### config.mk
export PLATFORM = sky130hd
export DESIGN_NAME = uart_rx_sample_sched
export DESIGN_NICKNAME = d
export VERILOG_FILES = /design/src/rtl/uart_pkg.sv /design/src/rtl/uart_line_sync.sv /design/src/rtl/uart_rx_sample_sched.sv
export SDC_FILE = /design/constraint.sdc
export NUM_CORES = 1
export LEC_CHECK = 0
export BUFFER_PORTS_ARGS = -buffer_cell sky130_fd_sc_hd__buf_2
export CAP_MARGIN = 30
export CELL_PAD_IN_SITES_DETAIL_PLACEMENT = 1
export CELL_PAD_IN_SITES_GLOBAL_PLACEMENT = 1
export CORE_ASPECT_RATIO = 0.9
export CORE_MARGIN = 2
export CORE_UTILIZATION = 39
export DETAILED_ROUTE_END_ITERATION = 7
export PLACE_DENSITY = 0.73
export SYNTH_ARGS = -nofsm -noshare
export SYNTH_HDL_FRONTEND = slang
export SYNTH_HIERARCHICAL = 1
export SYNTH_SLANG_ARGS = --single-unit
### constraint.sdc
create_clock -name clk -period 1.9 [get_ports clk]
set_clock_uncertainty 0.05 [all_clocks]
set_input_delay 0.285 -clock clk [delete_from_list [all_inputs] [get_ports clk]]
set_output_delay 0.285 -clock clk [all_outputs]
set_load 0.01 [all_outputs]
### src/rtl/uart_pkg.sv
// Shared definitions for the UART receive-side controller and its helpers:
// FSM state encoding, data-bit count and the default bit period.
package uart_pkg;

    // Data bits per 8N1 frame.
    localparam int unsigned DATA_BITS   = 8;

    // Default bit period in system clocks (100 MHz / 460800 baud).
    localparam int unsigned DEF_CLK_DIV = 217;

    // Smallest bit period the scheduler supports.
    localparam int unsigned MIN_CLK_DIV = 4;

    // Receive scheduler states.
    typedef enum logic [2:0] {
        IDLE   = 3'd0,
        START  = 3'd1,
        DATA   = 3'd2,
        STOP   = 3'd3,
        RESYNC = 3'd4
    } uart_state_e;

endpackage

### src/rtl/uart_line_sync.sv
// Serial-line conditioner: two-flop synchroniser followed by a history flop
// that turns a synchronised 1->0 transition into a one-cycle pulse.
// All flops reset to 1 (idle line level) so reset release never produces a
// spurious falling edge. Also used by the TX-side loopback checker.
module uart_line_sync (
    input  logic clk,
    input  logic rst_n,
    input  logic line_i,
    output logic line_o,
    output logic fall_o
);

    logic meta_q;
    logic sync_q;
    logic prev_q;

    // Synchroniser chain plus one-cycle history for edge detection.
    always_ff @(posedge clk or negedge rst_n) begin
        if (!rst_n) begin
            meta_q <= 1'b1;
            sync_q <= 1'b1;
            prev_q <= 1'b1;
        end else begin
            meta_q <= line_i;
            sync_q <= meta_q;
            prev_q <= sync_q;
        end
    end

    assign line_o = sync_q;
    assign fall_o = prev_q & ~sync_q;

endmodule

### src/rtl/uart_rx_sample_sched.sv
// UART 8N1 receive scheduler. Detects the start edge, generates the one-cycle
// sample strobe for the attached byte receiver (start, 8 data, stop), checks
// the stop bit, drops words from bad frames and hands good words to the
// consumer through a one-entry valid/ready holding register.
// Optional build macro UART_RX_SAMPLE_SCHED_STATS_EN adds saturating
// good-frame and error counters (o_good_cnt, o_err_cnt).
module uart_rx_sample_sched
    import uart_pkg::*;
#(
    parameter int unsigned CLK_DIV  = DEF_CLK_DIV,
    parameter int unsigned HALF_DIV = CLK_DIV / 2
) (
    input  logic       clk,
    input  logic       rst_n,
    input  logic       i_enable,
    input  logic       i_RX_B,
    output logic       o_SAMPLE_EN,
    input  logic       i_RX_en,
    input  logic [7:0] i_RX_word,
    output logic       o_word_valid,
    output logic [7:0] o_word,
    input  logic       i_word_ready,
    output logic       o_busy,
    output logic       o_frame_err,
    output logic       o_overrun,
    input  logic       i_clr_err
`ifdef UART_RX_SAMPLE_SCHED_STATS_EN
   ,output logic [15:0] o_good_cnt,
    output logic [15:0] o_err_cnt
`endif
);

    localparam int unsigned CNT_W = $clog2(CLK_DIV);
    localparam logic [CNT_W-1:0] BIT_LAST  = CNT_W'(CLK_DIV - 1);
    localparam logic [CNT_W-1:0] HALF_LAST = CNT_W'(HALF_DIV - 1);
    localparam logic [2:0]       IDX_LAST  = 3'(DATA_BITS - 1);

    // ------------------------------------------------------------------
    // Line conditioning
    // ------------------------------------------------------------------
    logic line_s;
    logic line_fall;

    uart_line_sync u_line_sync (
        .clk    (clk),
        .rst_n  (rst_n),
        .line_i (i_RX_B),
        .line_o (line_s),
        .fall_o (line_fall)
    );

    // ------------------------------------------------------------------
    // FSM and baud timing
    // ------------------------------------------------------------------
    uart_state_e      state_q, state_d;
    logic [CNT_W-1:0] cnt_q, cnt_d;
    logic [2:0]       idx_q, idx_d;
    logic             half_tick;
    logic             bit_tick;
    logic             sample_en;
    logic             stop_bad;

    assign half_tick = (cnt_q == HALF_LAST);
    assign bit_tick  = (cnt_q == BIT_LAST);

    // State register.
    always_ff @(posedge clk or negedge rst_n) begin
        if (!rst_n) state_q <= IDLE;
        else        state_q <= state_d;
    end

    // Next-state logic; a high line at the start-bit sample is a glitch.
    always_comb begin
        state_d = state_q;
        case (state_q)
            IDLE:    if (line_fall && i_enable)            state_d = START;
            START:   if (half_tick)                        state_d = line_s ? IDLE : DATA;
            DATA:    if (bit_tick && (idx_q == IDX_LAST))  state_d = STOP;
            STOP:    if (bit_tick)                         state_d = line_s ? IDLE : RESYNC;
            RESYNC:  if (bit_tick && line_s)               state_d = IDLE;
            default:                                       state_d = IDLE;
        endcase
    end

    // Strobe and stop-check outputs, decoded from state, count and line.
    always_comb begin
        sample_en = 1'b0;
        stop_bad  = 1'b0;
        case (state_q)
            START:  sample_en = half_tick & ~line_s;
            DATA:   sample_en = bit_tick;
            STOP: begin
                sample_en = bit_tick;
                stop_bad  = bit_tick & ~line_s;
            end
            RESYNC: sample_en = bit_tick;
            default: ;
        endcase
    end

    // Baud counter restarts on every state entry and after each strobe so
    // every strobe is exactly one bit period after the previous one; the
    // bit index counts data strobes.
    always_comb begin
        cnt_d = cnt_q + 1'b1;
        if ((state_d != state_q) || sample_en) cnt_d = '0;
        idx_d = idx_q;
        if (state_q == START)                  idx_d = 3'd0;
        else if (state_q == DATA && bit_tick)  idx_d = idx_q + 3'd1;
    end

    // Baud counter and bit index registers.
    always_ff @(posedge clk or negedge rst_n) begin
        if (!rst_n) begin
            cnt_q <= '0;
            idx_q <= 3'd0;
        end else begin
            cnt_q <= cnt_d;
            idx_q <= idx_d;
        end
    end

    // ------------------------------------------------------------------
    // Word hand-off and sticky status
    // ------------------------------------------------------------------
    logic       disc_q, disc_d;
    logic       valid_q, valid_d;
    logic [7:0] word_q, word_d;
    logic       ferr_q, ferr_d;
    logic       ovr_q, ovr_d;
    logic       transfer;
    logic       good_word;
    logic       load;
    logic       overrun_ev;

    // A word that arrives in the very cycle the bad stop bit is seen is
    // dropped too, so receivers that report on the stop strobe itself work.
    always_comb begin
        transfer   = valid_q & i_word_ready;
        good_word  = i_RX_en & ~(disc_q | stop_bad);
        load       = good_word & (~valid_q | transfer);
        overrun_ev = good_word & valid_q & ~transfer;

        disc_d  = i_RX_en ? 1'b0 : (disc_q | stop_bad);
        valid_d = load ? 1'b1 : (transfer ? 1'b0 : valid_q);
        word_d  = load ? i_RX_word : word_q;
        ferr_d  = stop_bad   | (ferr_q & ~i_clr_err);
        ovr_d   = overrun_ev | (ovr_q  & ~i_clr_err);
    end

    // Holding register, discard flag and sticky error flags.
    always_ff @(posedge clk or negedge rst_n) begin
        if (!rst_n) begin
            disc_q  <= 1'b0;
            valid_q <= 1'b0;
            word_q  <= 8'h00;
            ferr_q  <= 1'b0;
            ovr_q   <= 1'b0;
        end else begin
            disc_q  <= disc_d;
            valid_q <= valid_d;
            word_q  <= word_d;
            ferr_q  <= ferr_d;
            ovr_q   <= ovr_d;
        end
    end

    assign o_SAMPLE_EN  = sample_en;
    assign o_busy       = (state_q != IDLE);
    assign o_word_valid = valid_q;
    assign o_word       = word_q;
    assign o_frame_err  = ferr_q;
    assign o_overrun    = ovr_q;

`ifdef UART_RX_SAMPLE_SCHED_STATS_EN
    // ------------------------------------------------------------------
    // Statistics counters (saturating; events in a clearing cycle count)
    // ------------------------------------------------------------------
    logic [15:0] good_q, good_d;
    logic [15:0] err_q,  err_d;
    logic [15:0] good_base, err_base;
    logic [16:0] err_sum;

    // Next counter values: clear first, then add this cycle's events.
    always_comb begin
        good_base = i_clr_err ? 16'h0000 : good_q;
        err_base  = i_clr_err ? 16'h0000 : err_q;
        good_d    = good_base;
        if (load && (good_base != 16'hFFFF)) good_d = good_base + 16'd1;
        err_sum   = {1'b0, err_base} + {15'd0, stop_bad} + {15'd0, overrun_ev};
        err_d     = err_sum[16] ? 16'hFFFF : err_sum[15:0];
    end

    // Counter registers.
    always_ff @(posedge clk or negedge rst_n) begin
        if (!rst_n) begin
            good_q <= 16'h0000;
            err_q  <= 16'h0000;
        end else begin
            good_q <= good_d;
            err_q  <= err_d;
        end
    end

    assign o_good_cnt = good_q;
    assign o_err_cnt  = err_q;
`endif

endmodule

; ---- Word level (Yosys, flattened, before mapping)
; Index checks and enable logic that the tools add are counted.
[totals]
register_bits = 29
in_bits = 15
word_cells = 66
[classes]
add_sub_neg = 2
n_eq_ne = 8
n_bitwise = 19
reduce_logical = 10
mux = 16
[ops]
columns = op, count
row1 = $mux 3, 8
row2 = $pmux 3 s5, 1
row3 = $and 1x1->1, 10
row4 = $add 8x1->8 const B, 1
row5 = $eq 8x7->1 const B, 1
row6 = $eq 8x8->1 const B, 1
row7 = $mux 8, 1
row8 = $eq 3x2->1 const B, 2
row9 = $eq 3x3->1 const B, 2
row10 = $not 1->1, 5
row11 = $logic_and 1x1->1, 4
row12 = $mux 1, 4
row13 = $or 1x1->1, 4
row14 = $reduce_bool 2->1, 2
row15 = $add 3x1->3 const B, 1
row16 = $eq 3x1->1 const B, 1
row17 = $logic_not 3->1, 1
row18 = $ne 3x3->1, 1
row19 = $reduce_bool 3->1, 1
row20 = $reduce_or 3->1, 1
row21 = $mux 2, 1
row22 = $pmux 1 s2, 1
row23 = $logic_or 1x1->1, 1

; ---- Longest topological paths before layout
[logic_depth]
ltp_word = 9
ltp_mapped = 8
depth_no_buf = 6

; ---- Modules after synthesis
; Netlist, hierarchy kept.
[modules_own_cells]
columns = module, instances, cells_each, area_each_um2
row1 = uart_rx_sample_sched, 1, 132, 1455.1
row2 = uart_line_sync, 1, 4, 92.6

; ---- Least setup slack after synthesis
; OpenSTA, ideal clock, no wires.
[synth_timing]
path_kind = register to register
start = register cnt_q[0]
end = register word_q[0] (netlist: o_word[0])
arrival_ps = 1726
stages_incl_launch_ff = 9
slack_ps = -1
required_ps = 1725
setup_ps = 125
period_less_slack_ps = 1901
path_cell_list = dfrtp_1 -> inv_1 -> ha_1 -> and4b_1 -> buf_6 -> a41oi_2 -> and3_1 -> buf_6 -> mux2_4
[synth_via]
elab_chain_cells = 7
[synth_lines]
columns = element, line_no
row1 = from (decl), uart_rx_sample_sched.sv:56  ; logic [CNT_W-1:0] cnt_q, cnt_d;
row2 = from (signal assigned), uart_rx_sample_sched.sv:118  ; cnt_q <= cnt_d;
row3 = $eq 8x8->1, uart_rx_sample_sched.sv:64  ; assign bit_tick = (cnt_q == BIT_LAST);
row4 = $and 1x1->1, uart_rx_sample_sched.sv:94  ; stop_bad = bit_tick & ~line_s;
row5 = $mux 1, uart_rx_sample_sched.sv:89  ; case (state_q)
row6 = $or 1x1->1, uart_rx_sample_sched.sv:140  ; good_word = i_RX_en & ~(disc_q | stop_bad);
row7 = $not 1->1, uart_rx_sample_sched.sv:140
row8 = $and 1x1->1, uart_rx_sample_sched.sv:140
row9 = $and 1x1->1, uart_rx_sample_sched.sv:141  ; load = good_word & (~valid_q | transfer);
row10 = to (signal assigned), uart_rx_sample_sched.sv:162  ; word_q <= word_d;
row11 = to (decl), uart_rx_sample_sched.sv:128  ; logic [7:0] word_q, word_d;
; No other way between the ends.
; A chain may end at the register's enable or synchronous reset.

; ---- Worst setup path in the final report
[layout_timing]
start = register cnt_q[0]
end = output port o_SAMPLE_EN
[layout_via]
elab_chain_cells = 3
word_cells_on_any_way = 4
classes_between = 2 x eq/ne / 1 x mux / 1 x bitwise
[layout_lines]
columns = element, line_no
row1 = $eq 8x7->1, uart_rx_sample_sched.sv:63  ; assign half_tick = (cnt_q == HALF_LAST);
row2 = $and 1x1->1, uart_rx_sample_sched.sv:90  ; START: sample_en = half_tick & ~line_s;
row3 = $pmux 1 s2 (*), uart_rx_sample_sched.sv:89
row4 = to (decl), uart_rx_sample_sched.sv:17  ; output logic o_SAMPLE_EN,
; Every way passes the cells marked *; elsewhere a longest branch is shown, timed or not.

==> impl_metrics.tcl <==
set metrics [dict create \
    finalSetupViolations 15 \
    multi_input_area_sq_um 808 \
    ys_seq_area_share_pct 47.1 \
    synth_seq_cells 29 \
    clockBufferDepth 2 \
    die_y_um 63.8 \
    p_per_area_nw_per_um2 986 \
    slowest_delay_ns 0.39 \
    slew-limit-headroom_pct 56.2 \
    grt_max_degree 30 \
    synth_nets 155 \
    h-tree-depth 2 \
    grt_overflow_total 0 \
    viasPerCell 5.59 \
    core-area_sq_um 3760 \
    layout_commonest_cell "buf_2" \
    dpl.hpwl_mm 2.75 \
    area_delta_synth_final_pct 30.2 \
    grt_setup_unrepaired "yes" \
    dp_cells 217 \
    rows 21 \
    cts_made_buffers 5 \
    hold_viol_final 26 \
    dieArea_sq_um 4490 \
    maxSlewViolCount 0 \
    antenna_cells 0 \
    synth.largest_area_cell "dfrtp_1" \
    finalNetCount 201 \
    ir_drop_mv 0.489 \
    first_iter_violations 65 \
    required_ns 1.56 \
    vias 1280 \
    cp_cell_sequence "buf_6 > ha_4 > and4bb_2 > and4b_1 > a21oi_2 > o21ai_2 > buf_2" \
    drt-total-wl_mm 4.10 \
    synth_top_area_share_pct 42.0 \
    synthArstFlopShare_pct 100 \
    finalCritPeriodShare_pct 109 \
    startpoint "cnt_q[0]" \
    clk_pin_slew_ns 0.06 \
    layout_common_cells "buf_2 (27), dfrtp_1 (26), buf_4 (17)" \
    endpoint_kind "output pin" \
    antenna_found_initial 0 \
    fillerInstances 411 \
    hold-worst-slack_ns -0.0172 \
    io_buffers 27 \
    min_period_ns 2.08 \
    initial_core_util_pct 41.2 \
    grt_pass1_wl_mm 6.96 \
    violations "hold timing, setup timing" \
    ys_types 44 \
    maxCapViolations 0 \
    leakage_nw 0.922 \
    ctsHoldBuffers 0 \
    cts_tree "yes" \
    netlist_instances 136 \
    avgSynthCellArea_sq_um 11.4 \
    clock_latency_ns 0.28 \
    ant_nets 0 \
    root_buffer "clkbuf_8" \
    synthFlopType "dfrtp_1" \
    r2r_start "cnt_q[0]" \
    drive_above_1_share_pct 44.8 \
    dr.pass1.iters 4 \
    die_x_um 70.4 \
    netlist_top_cells_area "dfrtp_1 (42%), mux2_4 (7.8%), dfstp_2 (5.1%)" \
    syn_area_sq_um 1550 \
    clkSinkCount 29 \
    post_drt_wl_per_cell_um 17.9 \
    first_global_vias 1436 \
    worst_slew_pin_slew_ns 0.656 \
    cp_max_fo 4 \
    postLayoutSetupSlackWorst_ns -0.176 \
    stdcell_count 229 \
    gp_congestion 0.854 \
    path_buf_inv 2 \
    worstPathArrival_ns 1.74 \
    track_usage_pct 20.2 \
    crit_slowest_cell "dfrtp_1" \
    critPathLaunchType "flip-flop" \
    critPathTopFamily "simple AND/OR/NAND/NOR gates" \
    path_class "reg -> out" \
    boundaryPins 28 \
    drc 0 \
    hold_path_class "in -> async" \
    synth_edf_count 0 \
    outcome "finished with violations" \
    synth_warnings 6 \
    clock.fmax_mhz 482 \
    regArea_sq_um 729 \
]
## metal layers
metal | part of all wire [%] | track usage, %
met3 | 4.4 | 4.57
met5 | 0 | 0
met4 | 3.0 | 10.3
met1 | 42 | 23.3
met2 | 51 | 35.0
## synth_stat cells, drive strengths merged, types with 3 or more instances
library cell  instances
ha                    4
nor2                  6
xnor2                 4
a21oi                 3
a22oi                 4
nand2                10
buf                   7
nor4                  6
nand3b                3
o2bb2ai               3
inv                   5
and4b                 3
dfrtp                26
nor2b                 4
mux2                  8
o21ai                 4
dfstp                 3
nand3                 3
## per-stage QoR
step	area [sq um]	setup TNS, ns	power, W	setup slack, ns	utilization, %
final	2020	-1.17	0.00199	-0.176	53.6
after global routing	2020	-2.98	0.00209	-0.250	53.6
after CTS	1960	-2.37	0.00197	-0.189	52.1
after detailed placement	1810	-1.42	0.00124	-0.165	48.1
after global placement	1810	-0.00324	0.00120	-0.00134	48.1
after floorplan	1550	0	0.00104	0.00236	-
## repair_timing
action,CTS,global route
setup endpoints to repair,17,19
setup buffers,3,2
pin swaps,3,4
resized for setup,9,10
## state kept, by name (all words and copies together), names as in the netlist
register and count:
cnt_q 8, o_word 8, idx_q 3, state_q 3
disc_q 1, o_frame_err 1, o_overrun 1, o_word_valid 1
u_line_sync/line_o 1, u_line_sync/meta_q 1, u_line_sync/prev_q 1
## where the power goes
| group | total, W | switching (W) | internal, W |
|---|---|---|---|
| combinational | 0.000571 | 0.000277 | 0.000294 |
| sequential | 0.000757 | 0.0000536 | 0.000704 |
| clock | 0.000660 | 0.000233 | 0.000427 |
| total | 0.00199 | 0.000564 | 0.00142 |
## final cells by class
class,instances,area share (%)
multi-input combinational,95,40.1
sequential,29,36.2
timing repair buffer,46,14.2
clock buffer,7,4.28
tap,46,2.86
clock inverter,1,1.49
inverter,5,0.931
## worst paths after layout
check / end / slack [ns] / cells past startpoint
setup reg to reg: o_word[1] / -0.12 / 7
min in group clk: u_line_sync/meta_q / 0.05 / 1
hold / removal: cnt_q[3] / -0.02 / 1
max in group asynchronous: o_overrun / 1.39 / 1
hold reg to reg: u_line_sync/line_o / 0.31 / 0
setup / recovery: o_SAMPLE_EN / -0.18 / 7
## logic make-up after synthesis
logic type | count (synthesis) | synth area share, %
DFF | 29 | 47.1
adders and majority gates | 4 | 3.23
buffers and inverters | 12 | 5.09
AOI/OAI and AO/OA | 25 | 12.0
and+or+nand+nor | 51 | 20.7
xor gates and xnor gates | 6 | 3.40
muxes | 9 | 8.41
No activity file was read; power rests on OpenSTA's default activity.
